### config.mk
export PLATFORM = sky130hd
export DESIGN_NAME = gpr_wb_queue
export DESIGN_NICKNAME = d
export VERILOG_FILES = /design/src/rtl/gpr_pkg.sv /design/src/rtl/gpr_wb_fifo.sv /design/src/rtl/gpr_wb_queue.sv
export SDC_FILE = /design/constraint.sdc
export NUM_CORES = 1
export LEC_CHECK = 0
export CORE_UTILIZATION = 47
export CTS_CLUSTER_DIAMETER = 40
export DETAILED_ROUTE_END_ITERATION = 7
export HOLD_SLACK_MARGIN = 0.15
export PLACE_DENSITY = 0.67
export SYNTH_ARGS = -nofsm -noshare
export SYNTH_HDL_FRONTEND = slang
export SYNTH_HIERARCHICAL = 1
export SYNTH_SLANG_ARGS = --single-unit
### constraint.sdc
create_clock -name clk -period 5.7 [get_ports clk]
set_input_delay 0.57 -clock clk [delete_from_list [all_inputs] [get_ports clk]]
set_output_delay 0.57 -clock clk [all_outputs]
set_load 0.005 [all_outputs]
### src/rtl/gpr_pkg.sv
// Shared constants and types for the gpr write-back queue.
package gpr_pkg;

  localparam int unsigned GPR_AW = 5;
  localparam int unsigned GPR_DW = 32;

  // r0 is hardwired to zero, so writes to it are never queued
  localparam logic [GPR_AW-1:0] REG_ZERO = '0;

  typedef struct packed {
    logic [GPR_AW-1:0] addr;
    logic [GPR_DW-1:0] data;
  } wb_req_t;

endpackage

### src/rtl/gpr_wb_fifo.sv
// Generic synchronous FIFO with occupancy count, flush, and an
// age-ordered view of all entries (index 0 = oldest) for compare logic.
module gpr_wb_fifo #(
  parameter int unsigned DEPTH = 4,
  parameter int unsigned WIDTH = 37
) (
  input  logic                       clk,
  input  logic                       reset,
  input  logic                       push,
  input  logic                       pop,
  input  logic                       flush,
  input  logic [WIDTH-1:0]           wdata,
  output logic [WIDTH-1:0]           rdata,
  output logic [$clog2(DEPTH):0]     count,
  output logic                       full,
  output logic [WIDTH-1:0]           entries [DEPTH],
  output logic [DEPTH-1:0]           live
);

  localparam int unsigned PW = $clog2(DEPTH);
  localparam int unsigned CW = PW + 1;

  logic [WIDTH-1:0] mem [DEPTH];
  logic [PW-1:0]    wr_ptr;
  logic [PW-1:0]    rd_ptr;
  logic             do_push;
  logic             do_pop;

  assign full    = (count == CW'(DEPTH));
  assign do_push = push && !full && !flush;
  assign do_pop  = pop && (count != '0) && !flush;
  assign rdata   = mem[rd_ptr];

  // Pointer and occupancy update; flush wins over any push/pop that cycle
  always_ff @(posedge clk or negedge reset) begin
    if (!reset) begin
      wr_ptr <= '0;
      rd_ptr <= '0;
      count  <= '0;
    end else if (flush) begin
      wr_ptr <= '0;
      rd_ptr <= '0;
      count  <= '0;
    end else begin
      if (do_push) wr_ptr <= wr_ptr + 1'b1;
      if (do_pop)  rd_ptr <= rd_ptr + 1'b1;
      count <= count + CW'(do_push) - CW'(do_pop);
    end
  end

  // Storage array; contents are qualified by count, so no reset needed
  always_ff @(posedge clk) begin
    if (do_push) mem[wr_ptr] <= wdata;
  end

  // Age-ordered view: slot k is the k-th oldest entry
  always_comb begin
    for (int unsigned k = 0; k < DEPTH; k++) begin
      entries[k] = mem[rd_ptr + PW'(k)];
      live[k]    = (CW'(k) < count);
    end
  end

endmodule

### src/rtl/gpr_wb_queue.sv
// Producer side of the gpr write port: buffers register writes, drains one
// per cycle onto regwrite/m1out/m2out, and flags RAW hazards on rs/rt.
// Optional macro GPR_WBQ_FWD_EN adds rs_fwd/rt_fwd forwarding data outputs.
module gpr_wb_queue
  import gpr_pkg::*;
#(
  parameter int unsigned DEPTH = 4,
  parameter int unsigned AW    = GPR_AW,
  parameter int unsigned DW    = GPR_DW
) (
  input  logic                   clk,
  input  logic                   reset,
  input  logic                   in_valid,
  output logic                   in_ready,
  input  logic [AW-1:0]          in_addr,
  input  logic [DW-1:0]          in_data,
  input  logic                   flush,
  input  logic [AW-1:0]          rs,
  input  logic [AW-1:0]          rt,
  output logic                   rs_pending,
  output logic                   rt_pending,
  output logic                   regwrite,
  output logic [AW-1:0]          m1out,
  output logic [DW-1:0]          m2out,
`ifdef GPR_WBQ_FWD_EN
  output logic [DW-1:0]          rs_fwd,
  output logic [DW-1:0]          rt_fwd,
`endif
  output logic [$clog2(DEPTH):0] count
);

  localparam int unsigned EW = AW + DW;

  logic          push;
  logic          full;
  logic [EW-1:0] head;
  logic [EW-1:0] entries [DEPTH];
  logic [DEPTH-1:0] live;

  // Writes to r0 complete the handshake but are dropped here
  assign in_ready = !full;
  assign push     = in_valid && in_ready && (in_addr != AW'(REG_ZERO));

  gpr_wb_fifo #(
    .DEPTH (DEPTH),
    .WIDTH (EW)
  ) u_fifo (
    .clk     (clk),
    .reset   (reset),
    .push    (push),
    .pop     (count != '0),
    .flush   (flush),
    .wdata   ({in_addr, in_data}),
    .rdata   (head),
    .count   (count),
    .full    (full),
    .entries (entries),
    .live    (live)
  );

  // Issue register: load head each cycle the queue is non-empty; a flush
  // discards the head too, but the entry already here still completes
  always_ff @(posedge clk or negedge reset) begin
    if (!reset) begin
      regwrite <= 1'b0;
      m1out    <= '0;
      m2out    <= '0;
    end else if (!flush && (count != '0)) begin
      regwrite <= 1'b1;
      m1out    <= head[EW-1:DW];
      m2out    <= head[DW-1:0];
    end else begin
      regwrite <= 1'b0;
    end
  end

  // RAW hazard detection against queued entries and the issuing entry
  always_comb begin
    rs_pending = regwrite && (m1out == rs);
    rt_pending = regwrite && (m1out == rt);
    for (int unsigned k = 0; k < DEPTH; k++) begin
      if (live[k] && (entries[k][EW-1:DW] == rs)) rs_pending = 1'b1;
      if (live[k] && (entries[k][EW-1:DW] == rt)) rt_pending = 1'b1;
    end
    if (rs == AW'(REG_ZERO)) rs_pending = 1'b0;
    if (rt == AW'(REG_ZERO)) rt_pending = 1'b0;
  end

`ifdef GPR_WBQ_FWD_EN
  // Forward data: issue regs lowest priority, then FIFO oldest to youngest
  // so the youngest matching entry overrides everything older
  always_comb begin
    rs_fwd = '0;
    rt_fwd = '0;
    if (regwrite && (m1out == rs)) rs_fwd = m2out;
    if (regwrite && (m1out == rt)) rt_fwd = m2out;
    for (int unsigned k = 0; k < DEPTH; k++) begin
      if (live[k] && (entries[k][EW-1:DW] == rs)) rs_fwd = entries[k][DW-1:0];
      if (live[k] && (entries[k][EW-1:DW] == rt)) rt_fwd = entries[k][DW-1:0];
    end
    if (rs == AW'(REG_ZERO)) rs_fwd = '0;
    if (rt == AW'(REG_ZERO)) rt_fwd = '0;
  end
`endif

endmodule
Yosys cells after proc, flatten, opt, wreduce, memory -nomap -nowiden
Memories as Yosys holds them, arrays and structs flattened.
Cells that the tools add are included.
{ "op_classes": {"n_addsub": 6, "mul": 0, "div_mod_pow": 0, "magnitude_cmp": 4, "n_eq_ne": 11, "shift": 0, "muxes": 18, "bitwise": 0, "reduce_logical": 23} }
{ "op_table": {"columns": ["operator", "n"], "rows": [
  ["$eq A5 B5 Y1", 10],
  ["$logic_and A1 B1 Y1", 15],
  ["$mux W1", 13],
  ["$logic_not A5 Y1", 2],
  ["$mux W2", 4],
  ["$lt A1 B3 Y1 const A", 2],
  ["$lt A2 B3 Y1 const A", 2],
  ["$reduce_bool A5 Y1", 1],
  ["$add A2 B1 Y2 const B", 2],
  ["$add A2 B2 Y2 const B", 2],
  ["$reduce_bool A2 Y1", 2],
  ["$add A3 B1 Y3", 1],
  ["$eq A3 B3 Y1 const B", 1],
  ["$mux W3", 1],
  ["$reduce_bool A3 Y1", 1],
  ["$sub A3 B1 Y3", 1],
  ["$logic_not A1 Y1", 2]
]} }
{ "totals": {"regBits": 45, "latch_bits": 0, "mem_bits_rw": 148, "rom_bits": 0, "input_bits": 51, "output_inout_bits": 44, "word_cells": 69, "mem_count": 1} }
{ "memory_table": {"columns": ["memory", "words", "word_bits", "read_ports", "rd_ports_with_merged_regs", "wr", "line_no", "text"], "rows": [
  ["u_fifo.mem", 4, 37, 4, 0, 1, "gpr_wb_fifo.sv:23", "logic [WIDTH-1:0] mem [DEPTH];"]
]} }

Longest topological paths before layout
Gate-level depths: netlist of run 1.
{ "logic_depth": {"word_depth": 9, "ltp_mapped": 13, "depth_no_buf": 13} }

Hierarchy
Netlist of run 1, hierarchy kept.
{ "modules_own_cells": {"columns": ["module", "n_inst", "cells_per_inst", "area_per_inst_um2", "seq_area_each_um2"], "rows": [
  ["gpr_wb_fifo", 1, 421, 8800.9, 4619.4],
  ["gpr_wb_queue", 1, 172, 2178.3, 950.9]
]} }

Least setup slack after synthesis of run 1
Ideal clock, no wire load.
{ "synth_timing": {"path_kind": "flip-flop to output port", "start": "reg u_fifo.rd_ptr[0]", "end": "out rt_pending", "arrival_time_ns": 2.049, "required_ns": 5.130, "slack_ns": 3.081, "path_stages_with_launch": 10, "n_path_buf": 3, "path_cell_list": "dfrtp_1 > buf_6 > buf_6 > buf_6 > mux4_2 > xor2_1 > nor4_1 > nand3_1 > nand3_1 > o22a_1"} }
{ "synth_rtl": {"columns": ["element", "line_no", "text"], "rows": [
  ["from (decl)", "gpr_wb_fifo.sv:25", "logic [PW-1:0] rd_ptr;"],
  ["from (signal assigned)", "gpr_wb_fifo.sv:46", "if (do_pop) rd_ptr <= rd_ptr + 1'b1;"],
  ["to (decl)", "gpr_wb_queue.sv:21", "output logic rt_pending,"]
]} }

==> results.yml, run 1 <==
floorplan:
  start_util_pct: 48.30
  fp.coreArea_um2: 18090
  fp.dieW_um: 138.3
  die_h_um: 138.3
  num_io_pins: 95
  rows: 49
  fp.dieArea_um2: 19140
detailed_routing:
  topRoutingLayerUsed: "met4"
  drt_iter0_drc: 214
  vias_per_cell: 5.448
  dr_wl_met2_um: 7872
  finalWirelength_um: 15530
  route.met3.wl_um: 729
  drc: 12
  wl_met1_um: 6650
  vias: 4184
  firstDrtPassIters: 6
  wl_per_cell_um: 20.22
  antenna_left: 0
clock_network:
  cts_htree_levels: 4
  clock_sinks: 193
  cts_setup_buffers: 0
  clockBufferDepth: 2
  cts-buffers-inserted: 17
  cts_resized: 0
  root_buffer: "clkbuf_16"
  cts.clk_slew.worst_paths_ns: 0.07
  clk_latency_ns: 0.42
  cts_tree: "done"
  hold_buffers: 0
synthesis:
  postSynthAreaPerCell_um2: 17.98
  netlist_instances: 486
  syn_area_um2: 8736
  ys.warnings.count: 6
  syn_nets: 546
sta:
  max_freq_mhz: 241.9
  finClkSkew_ns: 0.008560
  finalWorstPathRequiredPeriod_ns: 4.133
  hold_viol: 0
  fin_tns_setup_ns: 0
  maxSlewViolCount: 0
  setup_slack_ns: 1.567
  fin_crit_sh_pct: 72.52
  relSlewSlack_pct: 28.93
  tightest_slew_ns: 1.066
  finalSetupViolations: 0
  grt_setup_unrepaired: "false"
power:
  ir_worst_vdd_mv: 0.2875
  p_per_area_nw_per_um2: 458.2
  leakage_nw: 3.474
place:
  hpwl_um: 9461
  pre_cts_slack_ns: 1.976
  gp_congestion: 0.8805
  placed_area_um2: 9444
  io_buffers: 94
layout:
  nNetsFinal: 586
  fin_area_um2: 10120
  drive_above_1_share_pct: 24.12
  antenna_cells: 0
  area_growth_pct: 15.80
  multi_input_area_um2: 2582
  final_cell_mix: "edfxtp_1, clkdlybuf4s50_1, mux4_2"
  register_area_um2: 5575
  layout_commonest_cell: "edfxtp_1"
  fillers: 1345
critical_path:
  crit_top_cell: "nand3_1"
  cp_slowest_stage_delay_ns: 1.08
  path_cells: "mux4_2 > xor2_1 > nor4_1 > nand3_1 > nand3_1 > o22a_1 > clkdlybuf4s50_1"
  cpMaxStageDelayCell: "dfrtp_4"
  crit_type: "flop to primary output"
  crit_path_end_kind: "primary output"
  worstPathRequired_ns: 5.13
  cp_max_fo: 54
  cp.arrival_ns: 3.56
  startpoint_type: "flop"
worst_hold_path:
  min_path_type: "input pin to async pin"
status:
  violations: "DRC"
  outcome: "finished with violations"
flow_run:
  drv_cap: 0
grt:
  grt_pass1_wl_um: 24960
  grt_antenna_before_repair: 0
  grt_pass1_vias: 4412
  grt_overflow: 0
  track_usage_pct: 17.62
  grt_max_degree: 55
worst paths after layout:
kind,from,end,slack [ns],depth (start not counted)
hold / removal,reset,m1out[1]$_DFFE_PN0P_,0.27,2
max in group asynchronous,reset,u_fifo/rd_ptr[0]$_DFFE_PN0P_,4.91,2
min in group clk,m2out[11]$_DFFE_PN0P_,m2out[11]$_DFFE_PN0P_,0.51,1
hold reg to reg,m2out[11]$_DFFE_PN0P_,m2out[11]$_DFFE_PN0P_,0.51,1
setup / recovery,u_fifo/rd_ptr[0]$_DFFE_PN0P_,rs_pending,1.57,7
setup reg to reg,u_fifo/count[2]$_DFF_PN0_,u_fifo/mem[3][35]$_DFFE_PP_,2.94,6
metal layers:
| metal | up-vias | global-route usage [%] |
|---|---|---|
| li1 | 1886 | - |
| met1 | 2177 | 22.35 |
| met2 | 104 | 29.23 |
| met3 | 17 | 4.399 |
| met4 | 0 | 7.037 |
| met5 | - | 0 |
layout make-up:
| class | count | share of cell area, % |
|---|---|---|
| repair buffers | 97 | 9.474 |
| clock buffers | 19 | 4.378 |
| well taps | 229 | 2.832 |
| flip-flops and latches | 193 | 55.11 |
| inverters | 11 | 0.4082 |
| multi-input cells | 206 | 25.53 |
| clock inverters | 13 | 2.263 |
stage by stage:
stage	utilization (%)	hold WS, ns	cells	power (mW)
6_report	55.93	0.2742	768	4.635
3_5_place_dp	52.22	0.4962	736	3.349
4_1_cts	55.93	0.2934	768	4.697
2_1_floorplan	-	0.2744	486	3.035
5_1_grt	55.93	0.3147	768	4.854
3_3_place_gp	52.22	0.4906	736	3.333
sequential cells by signal, summed over array words and instances (netlist names):
name,cells
m1out,5
m2out,32
regwrite,1
u_fifo/count,3
u_fifo/mem,148
u_fifo/rd_ptr,2
u_fifo/wr_ptr,2
where the power goes:
part	internal (mW)	leakage [nW]	switching, mW
logic	0.863	1.27	0.440
registers	1.74	1.88	0.254
clock network	0.837	0.325	0.497
total	3.44	3.47	1.19
critical path: cells and delay by family, from the launching register on:
| kind | cells | cell delay [ns] |
|---|---|---|
| buffers and inverters | 1 | 0.49 |
| XOR/XNOR | 1 | 0.18 |
| AO/OA/AOI/OAI | 1 | 0.16 |
| flip-flops | 1 | 1.08 |
| AND/OR/NAND/NOR | 3 | 0.57 |
| multiplexers | 1 | 0.64 |
No activity file was read; power rests on OpenSTA's default activity.
==> run 2: changes to the inputs <==
- PLACE_DENSITY: 0.67 -> 0.7
- clock period: 5.7 -> 3.7 ns (I/O delays scaled with it)
==> results.yml, run 2 (synthesis gave the netlist of run 1 again) <==
detailed_routing:
  antenna_left: 0
  finalWirelength_um: 15960
  wl_per_cell_um: 20.48
  dr_wl_met2_um: 7835
  vias_per_cell: 5.436
  route.met3.wl_um: 721
  firstDrtPassIters: 6
  topRoutingLayerUsed: "met4"
  wl_met1_um: 7023
  vias: 4235
  drc: 12
  drt_iter0_drc: 215
critical_path:
  cp_slowest_stage_delay_ns: 0.65
  cp_max_fo: 22
  startpoint_type: "flop"
  cpMaxStageDelayCell: "dfrtp_4"
  cp.arrival_ns: 3.09
  crit_top_cell: "nand3_1"
  worstPathRequired_ns: 3.33
  worst-path-buf-inv: 1
  crit_type: "flop to primary output"
  crit_family: "flip-flops"
  crit_path_end_kind: "primary output"
  path_cells: "mux4_2 > xor2_1 > nor4_1 > nand3_1 > nand3_1 > o22a_1 > clkdlybuf4s50_1"
sta:
  finalWorstPathRequiredPeriod_ns: 3.462
  finalSetupViolations: 0
  whs_ns: 0.5078
  fin_tns_setup_ns: 0
  grt_setup_unrepaired: "false"
  fin_crit_sh_pct: 93.56
  max_freq_mhz: 288.9
  maxSlewViolCount: 0
  tightest_slew_ns: 0.6604
  finClkSkew_ns: 0.008996
  hold_viol: 0
  relSlewSlack_pct: 55.97
  setup_slack_ns: 0.2384
layout:
  fillers: 1400
  nNetsFinal: 597
  drive_above_1_share_pct: 25.82
  largest_reg_flops: 148
  largest_registers: "u_fifo/mem: 148 flops, m2out: 32 flops, m1out: 5 flops"
  layout_commonest_cell: "edfxtp_1"
  top_register: "u_fifo/mem"
  area_growth_pct: 16.59
  antenna_cells: 0
  final_cell_mix: "edfxtp_1, clkdlybuf4s50_1, mux4_2"
place:
  io_buffers: 94
  gp_congestion: 0.9166
  pre_cts_slack_ns: 0.6143
  hpwl_um: 10630
clock_network:
  clk_latency_ns: 0.43
  cts-buffers-inserted: 17
  cts_tree: "done"
  cts_htree_levels: 4
  cts_setup_buffers: 0
  clock_sinks: 193
  clockBufferDepth: 2
  root_buffer: "clkbuf_16"
  cts.clk_slew.worst_paths_ns: 0.07
floorplan:
  fp.dieArea_um2: 19140
  fp.coreArea_um2: 18090
  start_util_pct: 48.30
  fp.dieW_um: 138.3
  num_io_pins: 95
  rows: 49
  die_h_um: 138.3
grt:
  grt_antenna_before_repair: 0
  grt_pass1_vias: 4559
  grt_pass1_wl_um: 25610
  grt_max_degree: 34
  track_usage_pct: 18.07
  grt_overflow: 0
worst_hold_path:
  min_path_type: "input pin to async pin"
status:
  outcome: "finished with violations"
  violations: "DRC"
power:
  leakage_nw: 3.504
  p_per_area_nw_per_um2: 682.4
  ir_worst_vdd_mv: 0.3984
flow_run:
  drv_cap: 0
## run 2: cell types whose count changed in the layout (fill, tap and decap cells not counted)
| cell | delta |
|---|---|
| buf_12 | +5 |
| dfrtp_4 | +1 |
| clkinvlp_4 | +2 |
| clkinv_1 | -1 |
| clkinv_4 | +1 |
| bufinv_16 | -4 |
| clkinv_2 | +1 |
| inv_6 | +2 |
| buf_4 | +5 |
| dlygate4sd3_1 | +1 |
| clkbuf_1 | -1 |
| dfrtp_2 | -1 |
## run 2: power breakdown
part	leakage [nW]	internal (mW)	switching, mW	total (mW)
clock network	0.283	1.02	0.788	1.81
registers	1.88	2.68	0.271	2.96
logic	1.34	1.36	0.821	2.18
total	3.50	5.07	1.88	6.95
## run 2: final timing paths
check	start	end	slack, ns	cells after the start
setup / recovery	u_fifo/rd_ptr[0]$_DFFE_PN0P_	rt_pending	0.24	7
hold / removal	reset	m2out[0]$_DFFE_PN0P_	0.51	2
setup reg to reg	u_fifo/count[2]$_DFF_PN0_	u_fifo/count[2]$_DFF_PN0_	0.91	13
min in group clk	m2out[4]$_DFFE_PN0P_	m2out[4]$_DFFE_PN0P_	0.51	1
hold reg to reg	m2out[4]$_DFFE_PN0P_	m2out[4]$_DFFE_PN0P_	0.51	1
max in group asynchronous	reset	m2out[25]$_DFFE_PN0P_	2.40	3
## run 2: layout make-up
cell class	instances	area [um^2]	share of cell area, %
Multi-Input combinational cell	206	2582	25.36
Clock buffer	18	439.2	4.312
Sequential cell	193	5578	54.77
Tap cell	229	286.5	2.813
Timing Repair Buffer	108	1106	10.86
Clock inverter	14	151.4	1.486
Inverter	11	41.29	0.4054
## run 2: what timing repair did
item / 4_1_cts / 5_1_grt
endpoints found under the setup margin: 0 / 1
hold endpoints to repair: 24 / 0
hold buffers: 1 / 0
gates resized for setup: 0 / 1
## run 2: stage by stage
stage | std cells | power (mW) | util, % | instance area (um^2)
global placement | 746 | 5.176 | 52.98 | 9582
CTS | 779 | 7.044 | 56.30 | 10180
floorplan | 486 | 4.676 | - | 8736
detailed placement | 746 | 5.223 | 52.98 | 9582
finish | 779 | 6.950 | 56.31 | 10180
global route | 779 | 7.298 | 56.31 | 10180
## run 2: metal layers
| metal | track usage [%] | up-vias |
|---|---|---|
| li1 | - | 1904 |
| met1 | 23.61 | 2196 |
| met2 | 29.31 | 108 |
| met3 | 4.053 | 27 |
| met4 | 7.747 | 0 |
| met5 | 0 | - |
